### config.mk
export PLATFORM = sky130hd
export DESIGN_NAME = axis_video_pattern_gen
export DESIGN_NICKNAME = d
export VERILOG_FILES = /design/src/rtl/axis_vid_pkg.sv /design/src/rtl/vid_pattern_lane.sv /design/src/rtl/axis_video_pattern_gen.sv
export SDC_FILE = /design/constraint.sdc
export NUM_CORES = 1
export LEC_CHECK = 0
export CORE_MARGIN = 1.5
export CORE_UTILIZATION = 59
export CTS_CLUSTER_SIZE = 14
export DETAILED_ROUTE_END_ITERATION = 8
export PLACE_DENSITY = 0.86
export SLEW_MARGIN = 20
export SYNTH_ARGS = -nofsm -noshare
export SYNTH_HDL_FRONTEND = slang
export SYNTH_SLANG_ARGS = --single-unit
### constraint.sdc
create_clock -name M_AXIS_ACLK -period 5.7 [get_ports M_AXIS_ACLK]
set_input_delay 0.57 -clock M_AXIS_ACLK [delete_from_list [all_inputs] [get_ports M_AXIS_ACLK]]
set_output_delay 0.57 -clock M_AXIS_ACLK [all_outputs]
set_load 0.02 [all_outputs]
### src/rtl/axis_vid_pkg.sv
// rtl/axis_vid_pkg.sv - shared encodings and helpers for the video pattern generator
package axis_vid_pkg;

   typedef enum logic [1:0] {
      PAT_COUNTER = 2'd0,
      PAT_HRAMP   = 2'd1,
      PAT_CONST   = 2'd2,
      PAT_CHECKER = 2'd3
   } pat_mode_e;

   localparam logic [2:0] ST_IDLE  = 3'd0;
   localparam logic [2:0] ST_START = 3'd1;
   localparam logic [2:0] ST_SEND  = 3'd2;
   localparam logic [2:0] ST_LGAP  = 3'd3;
   localparam logic [2:0] ST_FGAP  = 3'd4;

   // Bits needed to count 0..value-1, never less than one.
   function automatic int clogb2(input int value);
      int w;
      w = 0;
      for (int v = value - 1; v > 0; v = v >> 1) begin
         w++;
      end
      return (w < 1) ? 1 : w;
   endfunction

endpackage

### src/rtl/vid_pattern_lane.sv
// rtl/vid_pattern_lane.sv - combinational pixel value for one lane of a beat
module vid_pattern_lane
   import axis_vid_pkg::*;
#(
   parameter int PIXEL_WIDTH = 8,
   parameter int PX_WIDTH    = (PIXEL_WIDTH > 5) ? PIXEL_WIDTH : 5
)
(
   input  logic [1:0]             mode,
   input  logic [PX_WIDTH-1:0]    p,
   input  logic                   y4,
   input  logic [PIXEL_WIDTH-1:0] f,
   input  logic [PIXEL_WIDTH-1:0] fill,
   input  logic [PIXEL_WIDTH-1:0] cnt,
   output logic [PIXEL_WIDTH-1:0] pixel
);

   always_comb begin
      pixel = '0;
      case (pat_mode_e'(mode))
         PAT_COUNTER: pixel = cnt;
         PAT_HRAMP:   pixel = p[PIXEL_WIDTH-1:0] + f;
         PAT_CONST:   pixel = fill;
         PAT_CHECKER: pixel = (p[4] ^ y4) ? '1 : '0;
         default:     pixel = '0;
      endcase
   end

endmodule

### src/rtl/axis_video_pattern_gen.sv
// rtl/axis_video_pattern_gen.sv - AXI4-Stream video test-pattern master with blanking and clean stop
module axis_video_pattern_gen
   import axis_vid_pkg::*;
#(
   parameter int C_M_AXIS_TDATA_WIDTH = 32,
   parameter int PIXEL_WIDTH          = 8,
   parameter int PIXELS_PER_BEAT      = 4,
   parameter int PIXELS_HORIZONTAL    = 1280,
   parameter int PIXELS_VERTICAL      = 1024,
   parameter int C_M_START_COUNT      = 3,
   parameter int LINE_GAP             = 0,
   parameter int FRAME_GAP            = 300
)
(
   input  logic                                M_AXIS_ACLK,
   input  logic                                M_AXIS_ARESET,
   input  logic                                enable,
   input  logic [1:0]                          mode,
   input  logic [C_M_AXIS_TDATA_WIDTH-1:0]     fill,
   output logic                                M_AXIS_TVALID,
   output logic [C_M_AXIS_TDATA_WIDTH-1:0]     M_AXIS_TDATA,
   output logic [C_M_AXIS_TDATA_WIDTH/8-1:0]   M_AXIS_TSTRB,
   output logic                                M_AXIS_TLAST,
   output logic                                M_AXIS_TUSER,
   input  logic                                M_AXIS_TREADY,
   output logic [15:0]                         frame_cnt,
   output logic                                busy
);

   localparam int W       = C_M_AXIS_TDATA_WIDTH;
   localparam int PW      = PIXEL_WIDTH;
   localparam int PXW     = (PW > 5) ? PW : 5;
   localparam int BPL     = PIXELS_HORIZONTAL / PIXELS_PER_BEAT;
   localparam int BXW     = clogb2(BPL);
   localparam int LYW     = clogb2(PIXELS_VERTICAL);
   localparam int GAP_MAX = (FRAME_GAP > LINE_GAP) ?
                            ((FRAME_GAP > C_M_START_COUNT) ? FRAME_GAP : C_M_START_COUNT) :
                            ((LINE_GAP > C_M_START_COUNT) ? LINE_GAP : C_M_START_COUNT);
   localparam int GW      = clogb2(GAP_MAX + 1);

   localparam logic [BXW-1:0] BX_LAST    = BXW'(BPL - 1);
   localparam logic [LYW-1:0] LY_LAST    = LYW'(PIXELS_VERTICAL - 1);
   localparam logic [GW-1:0]  START_LOAD = (C_M_START_COUNT > 0) ? GW'(C_M_START_COUNT - 1) : '0;
   localparam logic [GW-1:0]  LGAP_LOAD  = (LINE_GAP > 0) ? GW'(LINE_GAP - 1) : '0;
   localparam logic [GW-1:0]  FGAP_LOAD  = (FRAME_GAP > 0) ? GW'(FRAME_GAP - 1) : '0;
   localparam logic [31:0]    PPB32      = 32'(PIXELS_PER_BEAT);

   logic [2:0]     state, state_n;
   logic [BXW-1:0] beat_x, bx_n;
   logic [LYW-1:0] line_y, ly_n;
   logic [15:0]    frame_cnt_q, fc_n;
   logic [GW-1:0]  gap_cnt, gap_n;
   logic           load, first;
   logic [1:0]     mode_q, mode_sel;
   logic [W-1:0]   fill_q, fill_sel;
   logic           tvalid_q, tlast_q, tuser_q;
   logic [W-1:0]   tdata_q;
   logic           xfer;

   assign xfer = tvalid_q & M_AXIS_TREADY;

   // The output register always holds the beat addressed by beat_x/line_y; it is
   // reloaded from the next position on each transfer so a line never bubbles.
   always_comb begin
      state_n = state;
      bx_n    = beat_x;
      ly_n    = line_y;
      fc_n    = frame_cnt_q;
      gap_n   = gap_cnt;
      load    = 1'b0;
      first   = 1'b0;
      case (state)
         ST_IDLE: begin
            if (enable) begin
               state_n = ST_START;
               gap_n   = START_LOAD;
            end
         end
         ST_START: begin
            if (gap_cnt == '0) begin
               state_n = ST_SEND;
               load    = 1'b1;
               first   = 1'b1;
               bx_n    = '0;
               ly_n    = '0;
            end else begin
               gap_n = gap_cnt - GW'(1);
            end
         end
         ST_SEND: begin
            if (xfer) begin
               if (beat_x == BX_LAST) begin
                  bx_n = '0;
                  if (line_y == LY_LAST) begin
                     ly_n    = '0;
                     fc_n    = frame_cnt_q + 16'd1;
                     state_n = ST_FGAP;
                     gap_n   = FGAP_LOAD;
                  end else begin
                     ly_n = line_y + LYW'(1);
                     if (LINE_GAP == 0) begin
                        load = 1'b1;
                     end else begin
                        state_n = ST_LGAP;
                        gap_n   = LGAP_LOAD;
                     end
                  end
               end else begin
                  bx_n = beat_x + BXW'(1);
                  load = 1'b1;
               end
            end
         end
         ST_LGAP: begin
            if (gap_cnt == '0) begin
               state_n = ST_SEND;
               load    = 1'b1;
            end else begin
               gap_n = gap_cnt - GW'(1);
            end
         end
         ST_FGAP: begin
            if (gap_cnt == '0) begin
               if (enable) begin
                  state_n = ST_SEND;
                  load    = 1'b1;
                  first   = 1'b1;
               end else begin
                  state_n = ST_IDLE;
               end
            end else begin
               gap_n = gap_cnt - GW'(1);
            end
         end
         default: state_n = ST_IDLE;
      endcase
   end

   // Pattern for the beat about to be loaded; the first beat of a frame uses the live mode/fill.
   logic [W-1:0]  cnt_word, pat_word;
   logic [31:0]   px_base;
   logic [PW-1:0] f_lo;
   logic          y4;

   assign mode_sel = first ? mode : mode_q;
   assign fill_sel = first ? fill : fill_q;
   assign px_base  = 32'(bx_n) * PPB32;
   assign f_lo     = PW'(fc_n);
   assign y4       = 1'(32'(ly_n) >> 4);
   assign cnt_word = W'(bx_n) + W'({fc_n[3:0], 12'(ly_n), 16'h0000});

   for (genvar i = 0; i < PIXELS_PER_BEAT; i++) begin : g_lane
      logic [PXW-1:0] p;
      assign p = PXW'(px_base + 32'(i));
      vid_pattern_lane #(
         .PIXEL_WIDTH (PW),
         .PX_WIDTH    (PXW)
      ) u_lane (
         .mode  (mode_sel),
         .p     (p),
         .y4    (y4),
         .f     (f_lo),
         .fill  (fill_sel[i*PW +: PW]),
         .cnt   (cnt_word[i*PW +: PW]),
         .pixel (pat_word[i*PW +: PW])
      );
   end

   always_ff @(posedge M_AXIS_ACLK) begin
      if (M_AXIS_ARESET) begin
         state       <= ST_IDLE;
         beat_x      <= '0;
         line_y      <= '0;
         frame_cnt_q <= '0;
         gap_cnt     <= '0;
         mode_q      <= '0;
         fill_q      <= '0;
         tvalid_q    <= 1'b0;
         tdata_q     <= '0;
         tlast_q     <= 1'b0;
         tuser_q     <= 1'b0;
      end else begin
         state       <= state_n;
         beat_x      <= bx_n;
         line_y      <= ly_n;
         frame_cnt_q <= fc_n;
         gap_cnt     <= gap_n;
         if (first) begin
            mode_q <= mode;
            fill_q <= fill;
         end
         if (load) begin
            tvalid_q <= 1'b1;
            tdata_q  <= pat_word;
            tlast_q  <= (bx_n == BX_LAST);
            tuser_q  <= first;
         end else if (xfer) begin
            tvalid_q <= 1'b0;
            tlast_q  <= 1'b0;
            tuser_q  <= 1'b0;
         end
      end
   end

   assign M_AXIS_TVALID = tvalid_q;
   assign M_AXIS_TDATA  = tdata_q;
   assign M_AXIS_TSTRB  = '1;
   assign M_AXIS_TLAST  = tlast_q;
   assign M_AXIS_TUSER  = tuser_q;
   assign frame_cnt     = frame_cnt_q;
   assign busy          = (state != ST_IDLE);

endmodule

Word level (Yosys, flattened, before mapping)

Cells that the tools add are included.

Input port bits: 38
Register bits: 116
Output and inout port bits: 56
Word-level logic and storage cells: 106

Mux-type cells: 49
Bitwise operators: 5
Equal/unequal tests: 17
Reduce and logical (&&, ||, !) cells: 11
Add/sub/neg operators: 12

Operators by type and width:

| cell                  | count |
|---|---|
| $pmux 8 s4            | 4 |
| $mux 9                | 8 |
| $mux 8                | 8 |
| $mux 10               | 4 |
| $add 8x8->8           | 4 |
| $add 9x32->32         | 1 |
| $mux 32               | 1 |
| $pmux 9 s3            | 1 |
| $pmux 10 s2           | 1 |
| $eq 9x9->1 const B    | 2 |
| $mux 3                | 6 |
| $pmux 9 s2            | 1 |
| $add 16x1->16 const B | 1 |
| $add 8x2->8 const B   | 2 |
| $ne 2x2->1 const B    | 6 |
| $pmux 3 s4            | 1 |
| $reduce_and 6->1      | 2 |
| $add 10x1->10 const B | 1 |
| $eq 10x10->1 const B  | 1 |
| $mux 1                | 10 |
| $add 9x1->9 const B   | 1 |
| $logic_not 9->1       | 1 |
| $sub 9x1->9 const B   | 1 |
| $add 8x1->8 const B   | 1 |
| 18 further kinds      | 25 |

Depth between registers and ports, before layout

Depth after elaboration: 8
Depth in mapped cells: 18
Mapped depth without buffers: 16

Modules after synthesis

A second synthesis with hierarchy kept.

Cell total of the unflattened synthesis: 977
Area total of the unflattened synthesis: 7654.8 um^2

By module, submodules not included:

| module                                  | cells each | times used | area each (um^2) | sequential area each (um^2) |
|---|---|---|---|---|
| axis_video_pattern_gen                  | 697        | 1          | 5335.1           | 2322.2 |
| vid_pattern_lane (g_lane[0].u_lane ...) | 71         | 3          | 600.6            | 0.0 |
| vid_pattern_lane (g_lane[3].u_lane)     | 67         | 1          | 518.0            | 0.0 |

Least setup slack after synthesis

No wires, ideal clock.

Path type: reg-to-reg
Start: register beat_x[0]
End: register tdata_q[30], in the netlist M_AXIS_TDATA[30]
Stages on the path, launching flop included: 17
Path slack: 1.845 ns
Library setup time: 0.103 ns
Period minus slack after synthesis: 3.855 ns
Data arrival time: 3.751 ns
Data required time: 5.597 ns
Path buffers: 1
Cell sequence: dfxtp_1 -> ha_1 -> and4_1 -> nand4_1 -> or4_1 -> xor2_1 -> inv_1 -> ha_1 -> clkbuf_1 -> a21o_1 -> a21o_1 -> a21oi_1 -> o21ai_0 -> xnor2_1 -> o22ai_1 -> nor2_1 -> a2111oi_2

Cells in the longest elaborated chain, start to end: 8
Elaborated cells on any way between the ends: 21
Those cells by class: 4 x add/sub; 1 x eq/ne; 15 x mux; 1 x bitwise

RTL lines:

| element                                             | line                          | text |
|---|---|---|
| start, declared                                     | axis_video_pattern_gen.sv:49  | `logic [BXW-1:0] beat_x, bx_n;` |
| start signal, assigned                              | axis_video_pattern_gen.sv:184 | `beat_x <= bx_n;` |
| branches (longest 8 deep; another with $add 9x1->9) | --                            |  |
| end signal, assigned                                | axis_video_pattern_gen.sv:194 | `tdata_q <= pat_word;` |
| end, declared                                       | axis_video_pattern_gen.sv:57  | `logic [W-1:0] tdata_q;` |

Several ways; the timed one is not identified.
A chain may end at the register's enable or synchronous reset.

Final worst setup path

Start: register state[1]
End: register tdata_q[30], in the netlist M_AXIS_TDATA[30]

Cells in the longest elaborated chain, start to end: 6
Elaborated cells on any way between the ends: 22
Those cells by class: 3 x add/sub; 7 x eq/ne; 9 x mux; 1 x bitwise; 2 x reduce/logical

RTL lines:

| element                                             | line                          | text |
|---|---|---|
| start, declared                                     | axis_video_pattern_gen.sv:48  | `logic [2:0] state, state_n;` |
| start signal, assigned                              | axis_video_pattern_gen.sv:183 | `state <= state_n;` |
| branches (longest 6 deep; another with $add 8x2->8) | --                            |  |

Several ways; the timed one is not identified.

==> impl_metrics.json <==
{
  "gp_congestion": 0.928,
  "p_sw_mw": 1.30,
  "final-setup-viol-count": 0,
  "synth_edf_count": 0,
  "multi_input_area_sq_mm": 0.00376,
  "gr-total-overflow": 0,
  "yosys.area.top_type_share": 0.366,
  "cp-start-kind": "flop",
  "drt_wl_total_mm": 19.0,
  "cts_inserted_buffers": 17,
  "syn_area_per_cell_sq_um": 8.33,
  "ys_top_cells_by_area": "dfxtp_1, nor2_1, mux2i_1, o21ai_0, a21oi_1",
  "path_buf_inv": 1,
  "syn2layout_area_growth_pct": 23.7,
  "worst_slew_pin_slew_ns": 1.04,
  "ir_drop_v": 0.000391,
  "hold_class": "flop to flop",
  "cts.sinks": 116,
  "dp_hpwl_mm": 13.6,
  "die-height_microns": 107,
  "antenna_left": 0,
  "power_density_mw_per_mm2": 438,
  "first_iter_violations": 480,
  "num_vias": 6216,
  "fin_nets": 888,
  "pre_cts_slack_ns": 1.01,
  "yosysTopAreaCell": "dfxtp_1",
  "reg2reg_depth": 14,
  "crit_top_cell": "a21o_1",
  "period_needed_ns": 4.52,
  "vias_per_cell": 6.32,
  "status": "complete, no violations",
  "internal-power_mw": 2.14,
  "n_antenna_cell": 0,
  "synth_cells": 761,
  "track_usage": 0.340,
  "layout.cells.non_filler": 984,
  "initial_core_util": 0.612,
  "cp-end-kind": "flop",
  "drc": 0,
  "ios": 94,
  "fillers": 776,
  "finalClockSkew_ns": 0.0110,
  "wire_per_inst_microns": 19.3,
  "final_util": 0.757,
  "postCtsSetupBuffers": 0,
  "crit_path_top_delay_cell": "dfxtp_1",
  "critPathRequiredTime_ns": 6.14,
  "min_period_over_period": 0.792,
  "combPwrFrac": 0.375,
  "critPathTopFamily": "simple AND/OR/NAND/NOR gates",
  "clk_latency_ns": 0.54,
  "fp.dieArea_sq_mm": 0.0114,
  "synth_area_sq_mm": 0.00634,
  "dp_cells": 952,
  "finalPower_mw": 3.44,
  "clk_pin_slew_worst_paths_ns": 0.06,
  "firstDrtPassIters": 5,
  "crit_chain": "nor3b_2 > nand2_1 > or4_1 > xor2_1 > inv_1 > ha_1 > a21o_1 > a21o_1 > a21oi_1 > o21ai_0 > xnor2_1 > o22ai_1 > nor2_1 > a2111oi_2",
  "clockPowerShare": 0.308,
  "finalSetupTns_ns": 0,
  "ys_seq_elements": 116,
  "port_buffers": 89,
  "async_flop_share": 0,
  "synth_warnings": 0,
  "sw_frac_of_total": 0.379,
  "ctsResizeCount": 0,
  "htree_levels": 4,
  "grt_setup_unrepaired": "false",
  "cts.path.max_buffers": 2,
  "regArea_sq_mm": 0.00232,
  "max_slew_margin": 0.304,
  "final_layout_size_suffix_gt1_frac": 0.0731,
  "cp.arrival_ns": 4.95,
  "critical_path_class": "flop to flop",
  "hold_viol": 0,
  "grt_pass1_wl_mm": 30.3,
  "maxCapViolCount": 0,
  "rows": 37,
  "ys_seq_area_frac": 0.366,
  "slowest_delay_ns": 0.63,
  "die_w_microns": 107,
  "p_leak_nw": 2.81,
  "ys.flop_type": "dfxtp_1",
  "seq_power_share": 0.317,
  "final.setup.worst_slack_ns": 1.18,
  "clock.fmax_mhz": 221,
  "cp_max_fo": 13,
  "min_path_cells": 2,
  "coreArea_sq_mm": 0.0104,
  "hold_buffers": 0,
  "root_buffer": "clkbuf_8",
  "ys_types": 76,
  "grt_max_degree": 64,
  "cts_tree": "yes",
  "cp.depth": 14,
  "antenna_found_initial": 0,
  "grt_pass1_vias": 6026,
  "slew_viol_final": 0
}
[power by group through the flow]
stage | Clock [mW] | Combinational [mW] | Sequential [mW]
6_report | 1.06 | 1.29 | 1.09
5_1_grt | 1.10 | 1.39 | 1.10
4_1_cts | 1.06 | 1.27 | 1.08
3_5_place_dp | 0 | 1.26 | 1.10
3_3_place_gp | 0 | 1.22 | 1.09
2_1_floorplan | 0 | 0.817 | 1.15
[through the flow]
stage	cell area [sq um]	hold slack, ns
floorplan	6350	0.449
CTS	7850	0.480
detailed placement	7270	0.448
global route	7850	0.498
finish	7850	0.475
global placement	7270	0.444
[worst min-delay path, cell delays in order, from the launching register on]
cell and delay (ns):
dfxtp_1 0.31, nand2_1 0.06, a21oi_1 0.06
[synth_stat cells (3+ instances only)]
cell type / instances
xor2_1: 20
clkbuf_1: 30
mux2i_1: 41
nor4_1: 5
o31ai_1: 8
nand3_1: 21
nor2_1: 134
buf_4: 7
o221ai_1: 4
a2111oi_2: 3
or3_1: 6
a211oi_1: 11
nor2b_1: 14
nand2b_1: 5
buf_2: 5
o211ai_1: 7
a31oi_1: 8
a2111oi_1: 4
nand4_1: 13
o2111ai_1: 3
inv_1: 16
nand3b_1: 4
o31a_1: 4
a21o_1: 8
xnor2_1: 18
dfxtp_1: 116
nor3_1: 17
ha_1: 14
nor3b_1: 5
a21oi_1: 35
and4_1: 6
nand2_1: 43
and2_1: 4
or4_1: 4
o21ai_0: 42
a22oi_1: 4
o22ai_1: 16
and3_1: 8
[logic make-up after synthesis]
group,after synthesis,synth area share
and+or+nand+nor,304,0.236
xor gates and xnor gates,38,0.0525
adders and majority gates,15,0.0308
other,1,0.000591
buffers and inverters,62,0.0442
AOI/OAI and AO/OA,181,0.197
DFF,116,0.366
muxes,44,0.0724
[final timing paths]
path,from,slack [ns],to
max,state[1],1.18,M_AXIS_TDATA[30]
min,M_AXIS_TDATA[0],0.48,M_AXIS_TDATA[0]
max reg2reg,state[1],1.18,M_AXIS_TDATA[30]
min reg2reg,M_AXIS_TDATA[0],0.48,M_AXIS_TDATA[0]
[cells in the final DEF (no fill, tap or decap), types with 8 or more instances in the layout]
cell type and count:
mux2i_1 41, clkdlybuf4s50_1 88, a21o_1 8, a21oi_1 35, nor2_1 134, o31ai_1 8
o22ai_1 16, and3_1 8, xnor2_1 18, inv_1 16, nand4_1 13, xor2_1 20
buf_4 10, nand2_1 43, a211oi_1 11, ha_1 14, clkbuf_16 16, nor3_1 17
nand3_1 21, o21ai_0 41, nor2b_1 14, dfxtp_1 116
[sequential cells by signal (all words and copies together) (netlist names)]
signal and cells:
frame_cnt 16, M_AXIS_TDATA 32, M_AXIS_TUSER 1, beat_x 9
fill_q 32, line_y 10, state 3, gap_cnt 9
M_AXIS_TLAST 1, M_AXIS_TVALID 1, mode_q 2
[layout make-up]
type / count / share of cell area
Tap cell: 136 / 0.0217
Timing Repair Buffer: 98 / 0.122
Multi-Input combinational cell: 586 / 0.479
Clock buffer: 19 / 0.0537
Inverter: 16 / 0.00765
Sequential cell: 116 / 0.296
Clock inverter: 13 / 0.0203
[routing by layer]
metal  routed length [microns]  up-vias  share of wire  global-route usage
met1                      7760     2940           0.41               0.421
met4                       854        0          0.045               0.179
met3                      1380       64          0.073              0.0906
met2                      8960      325           0.47               0.541
li1                          -     2887              -                   -
met5                         0        -              0                   0
Power figures use the tool's default switching activity.
